### src/rtl/fir_band_sched.sv
`default_nettype none
// ============================================================================
// Module   : fir_band_sched
// Purpose  : Frame scheduler for the equalizer's shared FIR datapath. Each
//            accepted new-sample strobe runs the enabled bands one after the
//            other through a single coefficient ROM and MAC. For every band
//            it issues accumulator clear, sequencing, coefficient address
//            and accumulate enables, then flags band and frame completion.
// Ports    : clk, rst_n      - clock, asynchronous active-low reset
//            valid           - new-sample strobe (single cycle)
//            band_mask       - bands to run, latched when a frame is accepted
//            busy            - frame in progress
//            sequencing      - datapath advances its sample queue (RUN)
//            accum_clr       - clear left/right accumulators
//            accum_en        - accumulate ROM word times sample
//            band            - band being processed (ROM address high part)
//            coef_addr       - coefficient index (ROM address low part)
//            band_done       - pulse: accumulator holds final band result
//            frame_done      - pulse: all enabled bands finished
//            overrun         - pulse: a strobe arrived and was dropped
// Revision : 1.0 - initial release
// ============================================================================
module fir_band_sched #(
  parameter int NUM_BANDS = 4,
  parameter int TAPS      = 1021,
  parameter int ADDR_W    = 10
) (
  input  logic                          clk,
  input  logic                          rst_n,
  input  logic                          valid,
  input  logic [NUM_BANDS-1:0]          band_mask,
  output logic                          busy,
  output logic                          sequencing,
  output logic                          accum_clr,
  output logic                          accum_en,
  output logic [$clog2(NUM_BANDS)-1:0]  band,
  output logic [ADDR_W-1:0]             coef_addr,
  output logic                          band_done,
  output logic                          frame_done,
  output logic                          overrun
);

  localparam int                BAND_W   = $clog2(NUM_BANDS);
  localparam logic [ADDR_W-1:0] LAST_TAP = ADDR_W'(TAPS - 1);

  typedef enum logic [2:0] {
    S_IDLE  = 3'd0,
    S_CLR   = 3'd1,
    S_RUN   = 3'd2,
    S_DRAIN = 3'd3,
    S_DONE  = 3'd4
  } state_t;

  state_t               state_q, state_d;
  logic [NUM_BANDS-1:0] mask_q, mask_d;
  logic [BAND_W-1:0]    band_q, band_d;
  logic [ADDR_W-1:0]    coef_addr_q, coef_addr_d;
  logic                 busy_q, busy_d;
  logic                 sequencing_q, sequencing_d;
  logic                 accum_clr_q, accum_clr_d;
  logic                 accum_en_q, accum_en_d;
  logic                 band_done_q, band_done_d;
  logic                 frame_done_q, frame_done_d;
  logic                 overrun_q, overrun_d;

  logic                 accept;
  logic [BAND_W-1:0]    first_idx;
  logic [BAND_W-1:0]    next_idx;
  logic                 has_next;

  // Lowest set bit of the incoming mask: first band of a newly accepted frame.
  // Scanning downwards lets the lowest index win.
  always_comb begin
    first_idx = '0;
    for (int i = NUM_BANDS - 1; i >= 0; i--) begin
      if (band_mask[i]) begin
        first_idx = BAND_W'(i);
      end
    end
  end

  // Lowest enabled band strictly above the current one; none means the
  // current band is the last of the frame.
  always_comb begin
    next_idx = '0;
    has_next = 1'b0;
    for (int i = NUM_BANDS - 1; i >= 0; i--) begin
      if (mask_q[i] && (i > int'(band_q))) begin
        next_idx = BAND_W'(i);
        has_next = 1'b1;
      end
    end
  end

  // Next-state and registered-output logic. Every output flop is loaded from
  // the state being entered so the outputs line up with the state register.
  always_comb begin
    state_d      = state_q;
    mask_d       = mask_q;
    band_d       = band_q;
    coef_addr_d  = coef_addr_q;
    frame_done_d = 1'b0;
    overrun_d    = 1'b0;
    accept       = 1'b0;

    case (state_q)
      S_IDLE: begin
        accept = valid;
      end
      S_CLR: begin
        overrun_d = valid;
        state_d   = S_RUN;
      end
      S_RUN: begin
        overrun_d = valid;
        if (coef_addr_q == LAST_TAP) begin
          state_d = S_DRAIN;
        end else begin
          coef_addr_d = coef_addr_q + 1'b1;
        end
      end
      S_DRAIN: begin
        overrun_d    = valid;
        state_d      = S_DONE;
        // frame_done must coincide with the last band's DONE cycle.
        frame_done_d = ~has_next;
      end
      S_DONE: begin
        if (has_next) begin
          overrun_d = valid;
          band_d    = next_idx;
          state_d   = S_CLR;
        end else begin
          state_d = S_IDLE;
          accept  = valid;
        end
      end
      default: begin
        state_d = S_IDLE;
      end
    endcase

    if (accept) begin
      mask_d = band_mask;
      if (|band_mask) begin
        band_d  = first_idx;
        state_d = S_CLR;
      end else begin
        // Nothing to run: report an empty frame and stay idle.
        band_d       = '0;
        state_d      = S_IDLE;
        frame_done_d = 1'b1;
      end
    end

    if (state_d == S_CLR) begin
      coef_addr_d = '0;
    end

    busy_d       = (state_d != S_IDLE);
    sequencing_d = (state_d == S_RUN);
    accum_clr_d  = (state_d == S_CLR);
    band_done_d  = (state_d == S_DONE);
    // ROM has one cycle of read latency, so accumulate trails RUN by one.
    accum_en_d   = sequencing_q;
  end

  always_ff @(posedge clk or negedge rst_n) begin
    if (!rst_n) begin
      state_q      <= S_IDLE;
      mask_q       <= '0;
      band_q       <= '0;
      coef_addr_q  <= '0;
      busy_q       <= 1'b0;
      sequencing_q <= 1'b0;
      accum_clr_q  <= 1'b0;
      accum_en_q   <= 1'b0;
      band_done_q  <= 1'b0;
      frame_done_q <= 1'b0;
      overrun_q    <= 1'b0;
    end else begin
      state_q      <= state_d;
      mask_q       <= mask_d;
      band_q       <= band_d;
      coef_addr_q  <= coef_addr_d;
      busy_q       <= busy_d;
      sequencing_q <= sequencing_d;
      accum_clr_q  <= accum_clr_d;
      accum_en_q   <= accum_en_d;
      band_done_q  <= band_done_d;
      frame_done_q <= frame_done_d;
      overrun_q    <= overrun_d;
    end
  end

  assign busy       = busy_q;
  assign sequencing = sequencing_q;
  assign accum_clr  = accum_clr_q;
  assign accum_en   = accum_en_q;
  assign band       = band_q;
  assign coef_addr  = coef_addr_q;
  assign band_done  = band_done_q;
  assign frame_done = frame_done_q;
  assign overrun    = overrun_q;

endmodule
`default_nettype wire

### config.mk
export PLATFORM = sky130hd
export DESIGN_NAME = fir_band_sched
export DESIGN_NICKNAME = d
export VERILOG_FILES = /design/src/rtl/fir_band_sched.sv
export SDC_FILE = /design/constraint.sdc
export NUM_CORES = 1
export LEC_CHECK = 0
export ABC_AREA = 1
export CELL_PAD_IN_SITES_DETAIL_PLACEMENT = 1
export CELL_PAD_IN_SITES_GLOBAL_PLACEMENT = 1
export CORE_MARGIN = 2
export CORE_UTILIZATION = 33
export CTS_CLUSTER_DIAMETER = 200
export CTS_CLUSTER_SIZE = 10
export DETAILED_ROUTE_END_ITERATION = 10
export GPL_TIMING_DRIVEN = 0
export PLACE_DENSITY = 0.76
export RECOVER_POWER = 50
export SLEW_MARGIN = 10
export SYNTH_ARGS = -nofsm -noshare
export SYNTH_HDL_FRONTEND = slang
export SYNTH_SLANG_ARGS = --single-unit
### constraint.sdc
create_clock -name clk -period 1.4 [get_ports clk]
set_input_delay 0.28 -clock clk [delete_from_list [all_inputs] [get_ports clk]]
set_output_delay 0.28 -clock clk [all_outputs]
set_load 0.01 [all_outputs]
After elaboration in Yosys (flattened, before gate mapping). Cells that the tools add are included.

RAM bits: 0. Logic and storage cells: 66. Register bits: 26. Output and inout port bits: 19. Latch bits: 0. Memories: 0. Memory bits (read-only): 0.

Muxes and demuxes: 29. $add $sub $neg: 1. Multipliers: 0. $lt $le $gt $ge: 3. Reduce and logical (&&, ||, !) cells: 12. Div/mod/pow operators: 0. Eq/ne operators: 9. Shift operators: 0. Bitwise logic cells: 1.

Operators with widths (count): two-way mux 10 bit (3); two-way mux 2 bit (11); case mux 3 bit (5 select lines) (1); adder 10 x 1 -> 10 bit, second input constant (1); == test 10 bit, second input constant (1); two-way mux 1 bit (10); == test 3 x 2 -> 1 bit, second input constant (3); == test 3 x 1 -> 1 bit, second input constant (2); == test 3 bit, second input constant (2); two-way mux 3 bit (2); nonzero test 2 bit (3); > comparator 2 bit, first input constant (2); case mux 1 bit (2 select lines) (2); AND reduction 2 bit (2); OR reduction 4 bit (1); logical AND 1 bit (3); zero test 3 bit (1); nonzero test 3 bit (1); OR reduction 3 bit (1); > comparator 1 x 2 -> 1 bit, first input constant (1); != test 2 bit, second input constant (1); NOT 1 bit (1).

Logic depth before layout (Yosys ltp).
Depth after elaboration: 11. Depth in mapped cells: 11.

Worst setup path after synthesis. Ideal clock, no wire load.

Path kind: reg2reg. Start: register coef_addr_q[0], in the netlist coef_addr[0]. End: register coef_addr_q[2], in the netlist coef_addr[2]. Stages on the path, launching flop included: 11. Slack: -53 ps. Buffers on the path: 0. Period minus slack after synthesis: 1453 ps. Required time: 1281 ps. Arrival time: 1334 ps. Cell sequence: dfrtp_1 inv_1 ha_1 nand3_1 nor2_1 nand2_1 nand2_2 inv_2 nand2_1 xor2_1 nor2_2.

Cells in the longest elaborated chain, start to end: 7.

RTL lines: start, declared (RTL line 57) `logic [ADDR_W-1:0] coef_addr_q, coef_addr_d;`; start signal, assigned (RTL line 185) `coef_addr_q <= coef_addr_d;`; == test 10 bit (RTL line 116) `if (coef_addr_q == LAST_TAP) begin`; two-way mux 3 bit (RTL line 116); case mux 3 bit (5 select lines) (RTL line 106) `case (state_q)`; two-way mux 3 bit (RTL line 143) `if (accept) begin`; == test 3 x 1 -> 1 bit (RTL line 156) `if (state_d == S_CLR) begin`; != test 2 bit (no line) / nonzero test 2 bit (equally long branches); AND reduction 2 bit (no line).

Several ways; a longest one is shown, not always the timed one. The select of a mux whose other input is x is not followed. A chain may end at the register's enable or synchronous reset.

Final worst setup path.
Start: register coef_addr_q[0], in the netlist coef_addr[0]. End: register coef_addr_q[6], in the netlist coef_addr[6].

Cells in the longest elaborated chain, start to end: 7.

RTL lines: == test 10 bit * (RTL line 116); two-way mux 3 bit * (RTL line 116); case mux 3 bit (5 select lines) * (RTL line 106); two-way mux 3 bit * (RTL line 143); named net state_d[0] (RTL line 54) `state_t state_q, state_d;`; == test 3 x 1 -> 1 bit *; named net accum_clr_d (RTL line 60) `logic accum_clr_q, accum_clr_d;`; != test 2 bit (no line) / nonzero test 2 bit (equally long branches); AND reduction 2 bit (no line).

The timed path passes the listed nets; every way through them passes the cells marked *. The select of a mux whose other input is x is not followed.

==> impl_metrics.json <==
{
  "outcome": "finished, violations left",
  "failed_checks": "setup timing",
  "numCtsBuffers": 3,
  "routabilityCongestion": 0.848,
  "ir_worst_vdd_mv": 0.278,
  "slew_viol_final": 0,
  "nNetsFinal": 206,
  "skew_ns": 0.00406,
  "avgSynthCellArea_sq_um": 8.43,
  "use_met2_pct": 32.0,
  "antenna_cells": 0,
  "hold_class": "in -> async",
  "antenna_found_initial": 0,
  "finalHoldViolations": 0,
  "cts_tree": "done",
  "coreArea_sq_um": 3630,
  "cts_max_path_buffers": 2,
  "synth_top_area_share_pct": 50.8,
  "synth_area_sq_um": 1230,
  "synthDistinctLibCells": 23,
  "dr.first_iter.drc_count": 39,
  "cp-start-kind": "flip-flop",
  "overflow": 0,
  "drive_gt1_share_pct": 36.2,
  "reg2reg_from": "coef_addr[0]$_DFFE_PN0P_",
  "dieArea_sq_um": 4240,
  "postLayoutSetupSlackWorst_ns": -0.0951,
  "yosys_warnings": 0,
  "rsz0062_at_grt": "yes",
  "worstPathRequired_ns": 1.56,
  "rrSetupSlack_ns": -0.1,
  "syn_nets": 155,
  "maxCapViolations": 0,
  "area_delta_synth_final_pct": 52.6,
  "start_util_pct": 33.9,
  "yosysSeqAreaShare_pct": 50.8,
  "grtUsageMet3_pct": 2.08,
  "clockRootBuffer": "clkbuf_8",
  "cts.clk_slew.worst_paths_ns": 0.08,
  "fillCellCount": 447,
  "utilization_pct": 51.7,
  "yosysTopAreaCell": "dfrtp_1",
  "design_area_sq_um": 1880,
  "synth_seq_cells": 25,
  "power_w": 0.00119,
  "critPathMaxFanout": 8,
  "finalCriticalPeriod_ns": 1.50,
  "worst_pin_slew_ns": 0.645,
  "critPathCaptureType": "flip-flop",
  "p_leak_nw": 0.938,
  "synth_area_leaders": "dfrtp_1 (51%), nand2_1 (11%), nor2_1 (6.7%)",
  "grt_pass1_vias": 1227,
  "hpwlAfterDp_um": 2130,
  "final-setup-viol-count": 12,
  "first_pass_iters": 4,
  "post-place-ws_ns": -0.404,
  "syn_inst": 146,
  "routed_wl_um": 3310,
  "antenna_left": 0,
  "ff2ff_path_depth": 11,
  "relSlewSlack_pct": 57.0,
  "hold_buffers": 0,
  "timing_worst_setup_path_type": "reg -> reg",
  "finalSetupTns_ns": -0.740,
  "use_met1_pct": 19.0,
  "cpPeakStageDelay_ns": 0.43,
  "slowest_stage": "dfrtp_2",
  "rows": 22,
  "wl_per_cell_um": 13.6,
  "crit_arrival_ns": 1.65,
  "die_w_um": 65.1,
  "max_freq_mhz": 669,
  "io_pins": 26,
  "clk_latency_ns": 0.26,
  "dieHeight_um": 65.1,
  "vias_per_cell": 4.71,
  "grt_first_pass_wirelength_um": 5390,
  "cts.htree.levels": 1,
  "cp_cell_sequence": "inv_2 -> ha_4 -> nand3_4 -> nor2_4 -> nand3_2 -> nand2_2 -> nand2_2 -> nand2_4 -> nand2_4 -> inv_8 -> nor2_1",
  "vias": 1149,
  "portBuffers": 25,
  "power.density_nw_per_um2": 633,
  "grt_max_degree": 26,
  "cts.sinks": 25,
  "critPathLaunch": "coef_addr[0]$_DFFE_PN0P_",
  "track_usage_pct": 16.5,
  "place_area_sq_um": 1560,
  "busiest_layer": "met2",
  "fin_crit_sh_pct": 107,
  "drc": 0
}
-- final cells by class --
cell class              count  area [sq um]  area share, %
flip-flops and latches     25           631           33.6
repair buffers             45           379           20.2
clock buffers               4          45.0           2.40
well taps                  48          60.1           3.20
multi-input cells         103           686           36.5
inverters                  19          78.8           4.19
-- kinds of logic (layout without fill, tap and decap cells) --
family,Yosys count,in the layout,share of synthesized area (%)
compound gates,11,11,5.18
xor+xnor,6,6,4.27
fa+ha+maj,2,2,2.03
buf+inv,19,68,6.20
flops,25,25,50.8
simple gates,83,84,31.5
-- state kept, by name, indices dropped and copies added (netlist names), 2 cells and up --
name       count
band           2
state_q        3
mask_q         3
coef_addr     10
-- layout by cell type, fill, tap and decap left out --
cell type / n
clkbuf_2: 1
dfrtp_1: 21
ha_4: 1
inv_8: 1
a22oi_2: 1
nand2_1: 26
nor2_4: 5
xnor2_1: 2
clkbuf_8: 3
nand4_1: 3
buf_4: 18
nand3_2: 2
o32ai_1: 1
clkdlybuf4s50_1: 5
o21ai_0: 4
o21ai_1: 1
inv_1: 14
clkbuf_4: 1
inv_2: 4
xor2_1: 2
nand3b_1: 1
nand3_4: 2
o21bai_1: 1
nand3_1: 6
xor2_2: 2
nor2_1: 14
nor3b_4: 1
ha_1: 1
a21oi_1: 3
nand2_2: 11
nor2_2: 8
clkbuf_1: 1
nand2_4: 5
buf_6: 1
dfrtp_2: 4
dlygate4sd2_1: 16
clkdlybuf4s15_1: 3
-- stage by stage --
step                      hold WS [ns]  std cells
after floorplan                -0.0156        146
after global placement           0.359        219
after detailed placement         0.361        219
after CTS                        0.378        241
after global routing            0.0613        244
final                           0.0261        244
-- Yosys cell counts --
cell / instances
nand2_1: 37
dfrtp_1: 25
nor2_1: 22
inv_1: 17
nand3_1: 9
nor2_2: 5
o21ai_0: 4
xor2_1: 4
a21oi_1: 3
nand4_1: 3
ha_1: 2
nand2_2: 2
nand2_4: 2
xnor2_1: 2
a22oi_1: 1
inv_2: 1
inv_6: 1
nand3_2: 1
nand3b_1: 1
nor3b_4: 1
o21ai_1: 1
o21bai_1: 1
o32ai_1: 1
-- power breakdown --
group | total (W) | internal (W) | switching (W)
combinational | 0.0000438 | 0.0000175 | 0.0000263
clock | 0.000423 | 0.000203 | 0.000220
sequential | 0.000723 | 0.000723 | 0.000000246
total | 0.00119 | 0.000943 | 0.000247
-- metal layers --
layer  part of all wire (%)  routed length [um]
met4                   0.88                  29
met2                     55                1820
met5                      0                   0
met1                     41                1350
met3                    3.4                 112
-- path summary, 6_finish.rpt --
| check | endpoint |
|---|---|
| setup reg to reg | coef_addr[6]$_DFFE_PN0P_ |
| setup / recovery | coef_addr[6]$_DFFE_PN0P_ |
| max in group asynchronous | state_q[2]$_DFF_PN0_ |
| min in group clk | accum_en$_DFF_PN0_ |
| hold / removal | coef_addr[6]$_DFFE_PN0P_ |
| hold reg to reg | accum_en$_DFF_PN0_ |
-- critical path, delay by kind of cell (launching register included) --
family	cells	cell delay, ns
AND/OR/NAND/NOR	8	0.65
adder cells (fa/ha/maj)	1	0.13
buffers and inverters	2	0.17
flip-flops	1	0.43
-- what timing repair did --
item	CTS	global route
endpoints found under the setup margin	58	21
gates resized for setup	37	24
gates cloned	0	1
pin swaps	7	8
buffers inserted	18	2
Note: power is estimated with default switching activity, not from simulation.
